==> src/rtl/trigger_generator_pkg.sv <==
// Shared types and defaults for the trigger pulse generator.
package trigger_generator_pkg;

   localparam int unsigned WIDTH_W_DEFAULT = 4;

   typedef enum logic {
      IDLE   = 1'b0,
      ACTIVE = 1'b1
   } state_e;

endpackage

==> src/rtl/trigger_generator_edge_detect.sv <==
// Rising-edge detector for the trigger request. The history flop resets to 1
// so a request already high when reset releases is not taken as an edge.
module trig_edge_detect (
   input  logic i_clk,
   input  logic i_rst,
   input  logic i_sig,
   output logic o_evt
);

   logic sig_d;
   logic sig_q;

   always_comb begin
      sig_d = i_sig;
   end

   always_ff @(posedge i_clk or posedge i_rst) begin
      if (i_rst) begin
         sig_q <= 1'b1;
      end else begin
         sig_q <= sig_d;
      end
   end

   assign o_evt = i_sig & ~sig_q;

endmodule

==> src/rtl/trigger_generator.sv <==
// Edge-triggered pulse generator with programmable width and active level.
// Define TRIG_RETRIGGER_EN to let a trigger during a pulse reload it.
module trigger_generator
   import trigger_generator_pkg::*;
#(
   parameter int unsigned WIDTH_W = WIDTH_W_DEFAULT
) (
   input  logic               i_clk,
   input  logic               i_rst,
   input  logic               i_en,
   input  logic               i_out_level,
   input  logic [WIDTH_W-1:0] i_width,
   output logic               o_trig,
   output logic               o_busy
);

   logic               trig_evt;
   logic               width_nz;

   state_e             state_d, state_q;
   logic [WIDTH_W-1:0] cnt_d, cnt_q;
   logic               lvl_d, lvl_q;
   logic               trig_d, trig_q;
   logic               busy_d, busy_q;

   trig_edge_detect u_edge (
      .i_clk (i_clk),
      .i_rst (i_rst),
      .i_sig (i_en),
      .o_evt (trig_evt)
   );

   assign width_nz = (i_width != '0);

   always_comb begin
      state_d = state_q;
      cnt_d   = cnt_q;
      lvl_d   = lvl_q;
      trig_d  = trig_q;
      busy_d  = busy_q;

      unique case (state_q)
         IDLE: begin
            if (trig_evt && width_nz) begin
               state_d = ACTIVE;
               cnt_d   = i_width;
               lvl_d   = i_out_level;
               trig_d  = i_out_level;
               busy_d  = 1'b1;
            end else begin
               cnt_d  = '0;
               trig_d = ~i_out_level;
               busy_d = 1'b0;
            end
         end

         ACTIVE: begin
`ifdef TRIG_RETRIGGER_EN
            if (trig_evt) begin
               if (width_nz) begin
                  cnt_d  = i_width;
                  lvl_d  = i_out_level;
                  trig_d = i_out_level;
               end else begin
                  state_d = IDLE;
                  cnt_d   = '0;
                  trig_d  = ~i_out_level;
                  busy_d  = 1'b0;
               end
            end else
`endif
            // Counter at 1 marks the final active cycle; a trigger here chains directly.
            if (cnt_q == WIDTH_W'(1)) begin
               if (trig_evt && width_nz) begin
                  cnt_d  = i_width;
                  lvl_d  = i_out_level;
                  trig_d = i_out_level;
               end else begin
                  state_d = IDLE;
                  cnt_d   = '0;
                  trig_d  = ~i_out_level;
                  busy_d  = 1'b0;
               end
            end else begin
               cnt_d  = cnt_q - WIDTH_W'(1);
               trig_d = lvl_q;
            end
         end

         default: begin
            state_d = IDLE;
            cnt_d   = '0;
            trig_d  = ~i_out_level;
            busy_d  = 1'b0;
         end
      endcase
   end

   always_ff @(posedge i_clk or posedge i_rst) begin
      if (i_rst) begin
         state_q <= IDLE;
         cnt_q   <= '0;
         lvl_q   <= 1'b0;
         trig_q  <= 1'b0;
         busy_q  <= 1'b0;
      end else begin
         state_q <= state_d;
         cnt_q   <= cnt_d;
         lvl_q   <= lvl_d;
         trig_q  <= trig_d;
         busy_q  <= busy_d;
      end
   end

   assign o_trig = trig_q;
   assign o_busy = busy_q;

endmodule

==> config.mk <==
export PLATFORM = sky130hd
export DESIGN_NAME = trigger_generator
export DESIGN_NICKNAME = d
export VERILOG_FILES = /design/src/rtl/trigger_generator_pkg.sv /design/src/rtl/trigger_generator_edge_detect.sv /design/src/rtl/trigger_generator.sv
export SDC_FILE = /design/constraint.sdc
export NUM_CORES = 1
export LEC_CHECK = 0
export ABC_AREA = 1
export BUFFER_PORTS_ARGS = -buffer_cell sky130_fd_sc_hd__buf_2
export CORE_MARGIN = 2
export CORE_UTILIZATION = 28
export DETAILED_ROUTE_END_ITERATION = 6
export GPL_ROUTABILITY_DRIVEN = 0
export GPL_TIMING_DRIVEN = 0
export PLACE_DENSITY_LB_ADDON = 0.12
export SLEW_MARGIN = 20
export SYNTH_ARGS = -nofsm -noshare
export SYNTH_HDL_FRONTEND = slang
export SYNTH_SLANG_ARGS = --single-unit
==> constraint.sdc <==
create_clock -name i_clk -period 1.07 [get_ports i_clk]
set_input_delay 0.107 -clock i_clk [delete_from_list [all_inputs] [get_ports i_clk]]
set_output_delay 0.107 -clock i_clk [all_outputs]
set_load 0.005 [all_outputs]
==> results.json, run 1 <==
{
  "status": "finished with violations",
  "violations": "setup timing",
  "fp.dieW_um": 44.9,
  "synth_most_common_cell": "nand2_1",
  "cp.arrival_ns": 1.32,
  "worstSetupPathType": "reg2reg",
  "initialDrtViolationCount": 2,
  "yosysTopAreaCell": "dfrtp_1",
  "grt_pass1_wl_mm": 1.46,
  "grt_start_max_net_pins": 10,
  "powerDensity_nw_per_um2": 2630,
  "p_leak_nw": 0.321,
  "fmax_ghz": 0.857,
  "fin_util_pct": 39.9,
  "end_kind": "flop",
  "syn_area_per_cell_um2": 8.69,
  "globalRouteTotalUtil_pct": 10.5,
  "fillers": 170,
  "hold_viol_final": 0,
  "wl_per_cell_um": 9.49,
  "hp-class": "in2reg",
  "worst-slew-pin-transition_ns": 0.337,
  "synthAdderAreaFrac_pct": 5.33,
  "cts_buffers": 3,
  "io_buffers": 9,
  "hpwlAfterDp_um": 612,
  "synth_top_family_by_area": "simple AND/OR/NAND/NOR gates",
  "critical-path-top-delay-family": "flip-flops",
  "startpoint_type": "flop",
  "grt_overflow": 0,
  "required_ns": 1.22,
  "wirelength_um": 826,
  "rsz0062_at_grt": "yes",
  "path_buf_inv": 3,
  "cp_max_fo": 5,
  "synth_compound_area_share_pct": 10.9,
  "async_reset_ff_share_pct": 100,
  "synth_area_um2": 469,
  "grt_antenna_before_repair": 0,
  "finalNonFillerCells": 87,
  "max_stage_delay_ns": 0.37,
  "rows": 14,
  "die-height_um": 44.9,
  "synth-xor-area-share_pct": 1.87,
  "tns_ns": -0.463,
  "startpoint": "cnt_q[1]",
  "yosys-top-cells-area": "dfrtp_1 (43%), nand2_1 (8.8%), inv_1 (8.0%)",
  "clk_pin_slew_ns": 0.06,
  "cts_buffer_depth": 2,
  "slew-limit-headroom_pct": 77.5,
  "n_antenna_cell": 0,
  "holdCritStartpoint": "i_width[3]",
  "io_pins": 10,
  "fin_ws_ns": -0.0966,
  "cts-root-buf": "clkbuf_4",
  "synth-main-ff-cell": "dfrtp_1",
  "synth_edf_count": 0,
  "post-route-period-util_pct": 109,
  "core_area_um2": 1540,
  "dr.pass1.iters": 2,
  "r2r-start": "cnt_q[1]",
  "area_growth_pct": 30.9,
  "crit_chain": "inv_2, ha_4, nand2_4, o21ai_4, buf_6, nand3_2, nand2_1, inv_1",
  "r2r_slack_ns": -0.1,
  "cts_tree": "done",
  "route.detailed.drc": 0,
  "nNetsFinal": 82,
  "synthMuxAreaShare_pct": 0,
  "detail-route-antenna-nets": 0,
  "viasPerCell": 4.29,
  "yosys_warnings": 0,
  "skew_ns": 0.00163,
  "fin_hold_ws_ns": 0.104,
  "clk_latency_ns": 0.26,
  "synth-simple-area-share_pct": 21.6,
  "finalInstanceArea_um2": 614,
  "synth_commonest_cells": "nand2_1 (11), inv_1 (10), dfrtp_1 (8), nand3_1 (6), o21ai_1 (4)",
  "synth_cell_types": 17,
  "layout_min_cycle_time_ns": 1.17,
  "maxCapViolCount": 0,
  "cts.sinks": 9,
  "placedCellCount": 79,
  "synth_top_area_share_pct": 42.7,
  "setup_viol": 8,
  "synth_seq_area_share_pct": 48.3,
  "worst_path_max_delay_cell": "dfrtp_1",
  "drive_gt1_share_pct": 35.2,
  "start_util_pct": 30.4,
  "synthCells": 54,
  "ir_drop_v": 0.000796,
  "syn_nets": 64,
  "vias": 373,
  "htree_levels": 1,
  "synth-seq-cells": 9,
  "die_area_um2": 2020,
  "drv_slew": 0,
  "dpl_cell_area_um2": 552,
  "grt_pass1_vias": 383
}
[worst register-to-register path, stage by stage, from the launching register on]
cell,delay [ns]
dfrtp_1,0.37
inv_2,0.07
ha_4,0.13
nand2_4,0.04
o21ai_4,0.15
buf_6,0.14
nand3_2,0.06
nand2_1,0.07
inv_1,0.04
[state kept, by name, summed over array words and instances, names as in the netlist]
signal        count
o_busy            1
o_trig            1
lvl_q             1
state_q           1
u_edge.sig_q      1
cnt_q             4
[logic make-up (layout without fill, tap and decap cells)]
group           Yosys count  in the layout
fa+ha+maj                 2              2
xor+xnor                  1              1
compound gates            7              7
flops                     9              9
buf+inv                  13             30
simple gates             22             22
[layout make-up]
| class | count | area [um^2] | area share, % |
|---|---|---|---|
| Clock buffer | 4 | 26.3 | 4.28 |
| Timing Repair Buffer | 13 | 77.6 | 12.6 |
| Multi-Input combinational cell | 32 | 206 | 33.6 |
| Sequential cell | 9 | 228 | 37.1 |
| Inverter | 12 | 45.0 | 7.33 |
| Buffer | 1 | 11.3 | 1.83 |
| Tap cell | 16 | 20.0 | 3.26 |
[routing by layer]
| layer | global-route usage (%) | share of wire [%] | up-vias |
|---|---|---|---|
| met2 | 17.7 | 52 | 3 |
| met5 | 0 | 0 | - |
| li1 | - | - | 203 |
| met4 | 10.6 | 1.5 | 0 |
| met3 | 1.20 | 1.9 | 2 |
| met1 | 10.8 | 44 | 165 |
[power by group]
part	internal, mW	switching (mW)
combinational	0.360	0.386
clock	0.144	0.117
sequential	0.498	0.108
[placed cells by master, fill, tap and decap left out, drive strengths merged]
cell / Yosys / routed
xnor2: 1 / 1
a22oi: 1 / 1
nand4: 1 / 1
dlygate4sd3: 0 / 2
inv: 12 / 12
o21bai: 1 / 1
o21ai: 5 / 5
dfrtp: 8 / 8
ha: 2 / 2
nand3: 7 / 7
dfstp: 1 / 1
nand2: 12 / 12
nor2: 2 / 2
buf: 1 / 12
clkbuf: 0 / 4
[through the flow]
step | worst slack, ns | power [mW]
global route | -0.167 | 1.78
finish | -0.0966 | 1.61
detailed placement | -0.158 | 1.31
CTS | -0.106 | 1.65
global placement | -0.181 | 1.32
floorplan | -0.0802 | 1.16
[final timing paths]
check                                to  cells past startpoint
setup / recovery                 o_trig                      8
hold / removal                 cnt_q[3]                      3
setup reg to reg                 o_trig                      8
hold reg to reg                   lvl_q                      2
max in group asynchronous  u_edge.sig_q                      3
min in group asynchronous      cnt_q[0]                      3
[repair_timing]
item / 4_1_cts / 5_1_grt
pin swaps: 2 / 1
endpoints found under the setup margin: 8 / 8
endpoints found under the hold margin: 9 / 0
buffers inserted: 1 / 0
cloned: 1 / 0
gates resized for setup: 2 / 0
hold buffers: 2 / 0
No activity file was read; power rests on OpenSTA's default activity.
==> inputs of run 2 (changes only) <==
- ABC_AREA: 1 -> unset
- CORE_ASPECT_RATIO: unset -> 0.9
==> results.json, run 2 <==
{
  "status": "finished with violations",
  "violations": "setup timing",
  "maxCapViolCount": 0,
  "drive_gt1_share_pct": 53.4,
  "startpoint_type": "flop",
  "grt_pass1_vias": 377,
  "cts-root-buf": "clkbuf_4",
  "async_reset_ff_share_pct": 100,
  "synthCells": 36,
  "vias": 365,
  "end_kind": "flop",
  "die-height_um": 41.8,
  "holdCritStartpoint": "i_width[3]",
  "grt_antenna_before_repair": 0,
  "synth_seq_area_share_pct": 50.8,
  "grt_start_max_net_pins": 10,
  "globalRouteTotalUtil_pct": 12.0,
  "viasPerCell": 5.00,
  "fin_ws_ns": -0.710,
  "synth_top_area_share_pct": 44.9,
  "finalInstanceArea_um2": 667,
  "wirelength_mm": 1.05,
  "syn_area_per_cell_um2": 12.4,
  "fmax_ghz": 0.562,
  "route.detailed.drc": 0,
  "whs_path_depth": 2,
  "regMostFlops": "cnt_q",
  "synth_compound_area_share_pct": 20.2,
  "fillers": 141,
  "dp_slack_ns": -0.833,
  "yosysTopAreaCell": "dfrtp_1",
  "synth_top_family_by_area": "compound AO/OA/AOI/OAI gates",
  "clk_latency_ns": 0.27,
  "r2r-start": "cnt_q[0]",
  "dr.pass1.iters": 4,
  "synthAdderAreaFrac_pct": 5.62,
  "die_area_um2": 1930,
  "detail-route-antenna-nets": 0,
  "reg2reg_depth": 4,
  "grt_pass1_wl_mm": 1.59,
  "hold_path_end": "cnt_q[3]",
  "hp-class": "in2reg",
  "clk_pin_slew_ns": 0.06,
  "drv_slew": 0,
  "cp_max_fo": 4,
  "skew_ns": 0.00922,
  "synth-main-ff-cell": "dfrtp_1",
  "fin_util_pct": 45.6,
  "setup_viol": 8,
  "io_pins": 10,
  "slew-limit-headroom_pct": 41.9,
  "area_growth_pct": 49.7,
  "rows": 13,
  "tns_ns": -5.05,
  "grt_overflow": 0,
  "rsz0062_at_grt": "yes",
  "layout_min_cycle_time_ns": 1.78,
  "yosys_warnings": 0,
  "synth_commonest_cells": "dfrtp_1 (8), o2bb2ai_1 (5), inv_1 (4)",
  "powerDensity_nw_per_um2": 2740,
  "synth-seq-cells": 9,
  "fp.dieW_um": 46.0,
  "cp.arrival_ns": 1.92,
  "syn_nets": 46,
  "synth-xor-area-share_pct": 3.93,
  "synth_cell_types": 19,
  "dpl_cell_area_um2": 509,
  "ir_drop_v": 0.00115,
  "final_cell_mix": "buf_2 (9), dfrtp_1 (7), buf_4 (6)",
  "io_buffers": 9,
  "cts_buffers": 3,
  "yosys-top-cells-area": "dfrtp_1 (45%), o2bb2ai_1 (9.8%), a2111oi_4 (6.2%)",
  "nNetsFinal": 69,
  "hpwlAfterDp_um": 671,
  "n_antenna_cell": 0,
  "required_ns": 1.21,
  "wl_per_cell_um": 14.3,
  "synth_area_um2": 445,
  "worst-slew-pin-transition_ns": 0.864,
  "synth_edf_count": 0,
  "initialDrtViolationCount": 10,
  "synthMuxAreaShare_pct": 3.37,
  "rr_endpoint": "lvl_q",
  "cts_buffer_depth": 2,
  "start_util_pct": 30.4,
  "cts.sinks": 9,
  "largest_reg_flops": 4,
  "mostFrequentLayoutCell": "buf_2",
  "core_area_um2": 1460,
  "r2r_slack_ns": -0.71,
  "p_leak_nw": 0.294,
  "hold_viol_final": 0,
  "htree_levels": 1,
  "post-route-period-util_pct": 166,
  "cts_tree": "done",
  "worstSetupPathType": "reg2reg",
  "synth_most_common_cell": "dfrtp_1",
  "synth-simple-area-share_pct": 12.6
}
==> run 2: worst max-delay path, stage by stage (launching register included) <==
cell and delay (ns):
dfrtp_2 0.42, ha_1 0.15, or3b_4 0.39, a2111oi_4 0.37
mux2_4 0.34
==> run 2: area by class of cell <==
type	instances	area (um^2)	share of cell area, %
multi-input cells	23	258	38.6
repair buffers	18	121	18.2
clock buffers	4	26.3	3.94
well taps	15	18.8	2.81
inverters	4	15.0	2.25
flip-flops and latches	9	228	34.1
==> run 2: repair_timing <==
item | in CTS | in global routing
buffers inserted | 5 | 2
pin swaps | 2 | 4
hold buffers | 2 | 0
hold endpoints to repair | 9 | 0
gates resized for setup | 7 | 4
setup endpoints to repair | 8 | 8
==> run 2: logic make-up after synthesis <==
logic type | count (synthesis)
and+or+nand+nor | 9
AOI/OAI and AO/OA | 9
DFF | 9
adders and majority gates | 2
xor gates and xnor gates | 2
buffers and inverters | 4
muxes | 1
==> run 2: per-stage QoR <==
stage | hold slack [ns] | instances | total power [mW]
2_1_floorplan | -0.0658 | 36 | 1.02
3_3_place_gp | 0.0761 | 60 | 1.14
3_5_place_dp | 0.0943 | 60 | 1.17
4_1_cts | 0.0546 | 71 | 1.70
5_1_grt | 0.0702 | 73 | 1.94
6_report | 0.0678 | 73 | 1.83
==> run 2: routing by layer <==
| metal | track usage, % | vias up | share of wire, % |
|---|---|---|---|
| met5 | 0 | - | 0 |
| met4 | 6.29 | 0 | 1.3 |
| met3 | 8.26 | 2 | 5.7 |
| met2 | 17.8 | 10 | 54 |
| met1 | 12.4 | 178 | 39 |
| li1 | - | 175 | - |
==> run 2: where the power goes <==
group	internal, mW	total [mW]	switching (mW)
Combinational	0.521	0.914	0.393
Sequential	0.499	0.651	0.152
Clock	0.144	0.265	0.121
==> run 2: how the worst max path moves through the flow <==
stage,from,endpoint,slack (ns),cells after the start
2_1_floorplan,cnt_q[1],lvl_q,-0.72,5
3_3_place_gp,cnt_q[1],lvl_q,-0.83,5
3_5_place_dp,cnt_q[1],lvl_q,-0.83,5
4_1_cts,cnt_q[1],lvl_q,-0.76,5
5_1_grt,cnt_q[1],lvl_q,-0.75,5
6_report,cnt_q[0],lvl_q,-0.71,4
==> inputs of run 3 (changes only) <==
- CORE_MARGIN: 2 -> unset
- CTS_CLUSTER_DIAMETER: unset -> 60
==> results.json, run 3 (synthesized netlist as in run 2, its figures left out) <==
{
  "status": "finished with violations",
  "violations": "setup timing",
  "worst-slew-pin-transition_ns": 0.851,
  "n_antenna_cell": 0,
  "setup_viol": 8,
  "grt_overflow": 0,
  "fin_util_pct": 46.1,
  "dp_slack_ns": -0.828,
  "largest_reg_flops": 4,
  "area_growth_pct": 51.4,
  "start_util_pct": 30.4,
  "hp-class": "in2reg",
  "vias": 359,
  "cts.sinks": 9,
  "dr_wl_met3_um": 34,
  "wl_per_cell_um": 14.2,
  "dpl_cell_area_um2": 509,
  "die-height_um": 39.8,
  "tns_ns": -4.65,
  "fmax_ghz": 0.565,
  "grt_pass1_wl_mm": 1.59,
  "dr.pass1.iters": 3,
  "required_ns": 1.22,
  "drv_slew": 0,
  "clk_pin_slew_ns": 0.07,
  "mostFrequentLayoutCell": "buf_2",
  "powerDensity_nw_per_um2": 2760,
  "layout_min_cycle_time_ns": 1.77,
  "hold_viol_final": 0,
  "initialDrtViolationCount": 5,
  "io_buffers": 9,
  "slew-limit-headroom_pct": 42.8,
  "die_area_um2": 1750,
  "fin_ws_ns": -0.701,
  "grt_start_max_net_pins": 10,
  "grt_antenna_before_repair": 0,
  "fin_hold_ws_ns": 0.0779,
  "htree_levels": 1,
  "viasPerCell": 4.99,
  "globalRouteTotalUtil_pct": 13.8,
  "end_kind": "flop",
  "regMostFlops": "cnt_q",
  "nNetsFinal": 68,
  "io_pins": 10,
  "post-route-period-util_pct": 166,
  "detail-route-antenna-nets": 0,
  "wirelength_mm": 1.02,
  "cts_buffers": 3,
  "skew_ns": 0.00314,
  "fp.dieW_um": 44.0,
  "met1_length_um": 455,
  "core_area_um2": 1460,
  "r2r_slack_ns": -0.70,
  "p_leak_nw": 0.291,
  "cp_max_fo": 2,
  "fillers": 132,
  "dr.max_layer_used": "met4",
  "startpoint_type": "flop",
  "drive_gt1_share_pct": 54.4,
  "route.detailed.drc": 0,
  "cts-root-buf": "clkbuf_4",
  "rsz0062_at_grt": "yes",
  "rows": 13,
  "hpwlAfterDp_um": 650,
  "cts_buffer_depth": 2,
  "met2_wirelength_um": 524,
  "grt_pass1_vias": 356,
  "clk_latency_ns": 0.27,
  "finalInstanceArea_um2": 674,
  "worstSetupPathType": "reg2reg",
  "cp.arrival_ns": 1.92,
  "cts_tree": "done",
  "ir_drop_v": 0.000883,
  "final_cell_mix": "buf_2 (9), dfrtp_1 (8), buf_4 (5)",
  "maxCapViolCount": 0
}
run 3: per-layer routing:
metal	global-route usage, %	up-vias
li1	-	175
met1	15.9	176
met2	22.4	6
met3	4.15	2
met4	9.09	0
met5	0	-
run 3: worst max-delay path, stage by stage, from the launching register on:
cell	delay (ns)
dfrtp_1	0.39
inv_2	0.08
ha_4	0.11
or3b_4	0.39
a2111oi_4	0.36
mux2_4	0.33
run 3: final cells by class:
class	instances	area (um^2)	area share (%)
multi-input combinational	23	274	40.6
sequential	9	226	33.6
timing repair buffer	17	114	16.9
clock buffer	4	26.3	3.90
tap	15	18.8	2.78
inverter	4	15.0	2.23
run 3: worst paths after layout:
path	depth (start not counted)	end	start
max reg2reg	5	lvl_q	cnt_q[1]
max	5	lvl_q	cnt_q[1]
max in group asynchronous	3	u_edge.sig_q	i_rst
min in group asynchronous	3	cnt_q[2]	i_rst
min	2	cnt_q[0]	i_width[0]
min reg2reg	1	lvl_q	lvl_q
run 3: repair_timing:
| item | CTS | global route |
|---|---|---|
| resized for setup | 9 | 4 |
| endpoints found under the hold margin | 9 | 0 |
| pin swaps | 5 | 2 |
| setup endpoints to repair | 8 | 8 |
| buffers inserted | 5 | 1 |
| hold buffers | 2 | 0 |
run 3: per-stage QoR:
| stage | total power, mW | std cells |
|---|---|---|
| CTS | 1.70 | 71 |
| floorplan | 1.02 | 36 |
| finish | 1.86 | 72 |
| detailed placement | 1.17 | 60 |
| global route | 1.98 | 72 |
| global placement | 1.14 | 60 |
run 3: power by group:
part | switching (mW) | internal, mW | total, mW
sequential | 0.139 | 0.495 | 0.634
combinational | 0.428 | 0.523 | 0.951
clock | 0.130 | 0.144 | 0.275
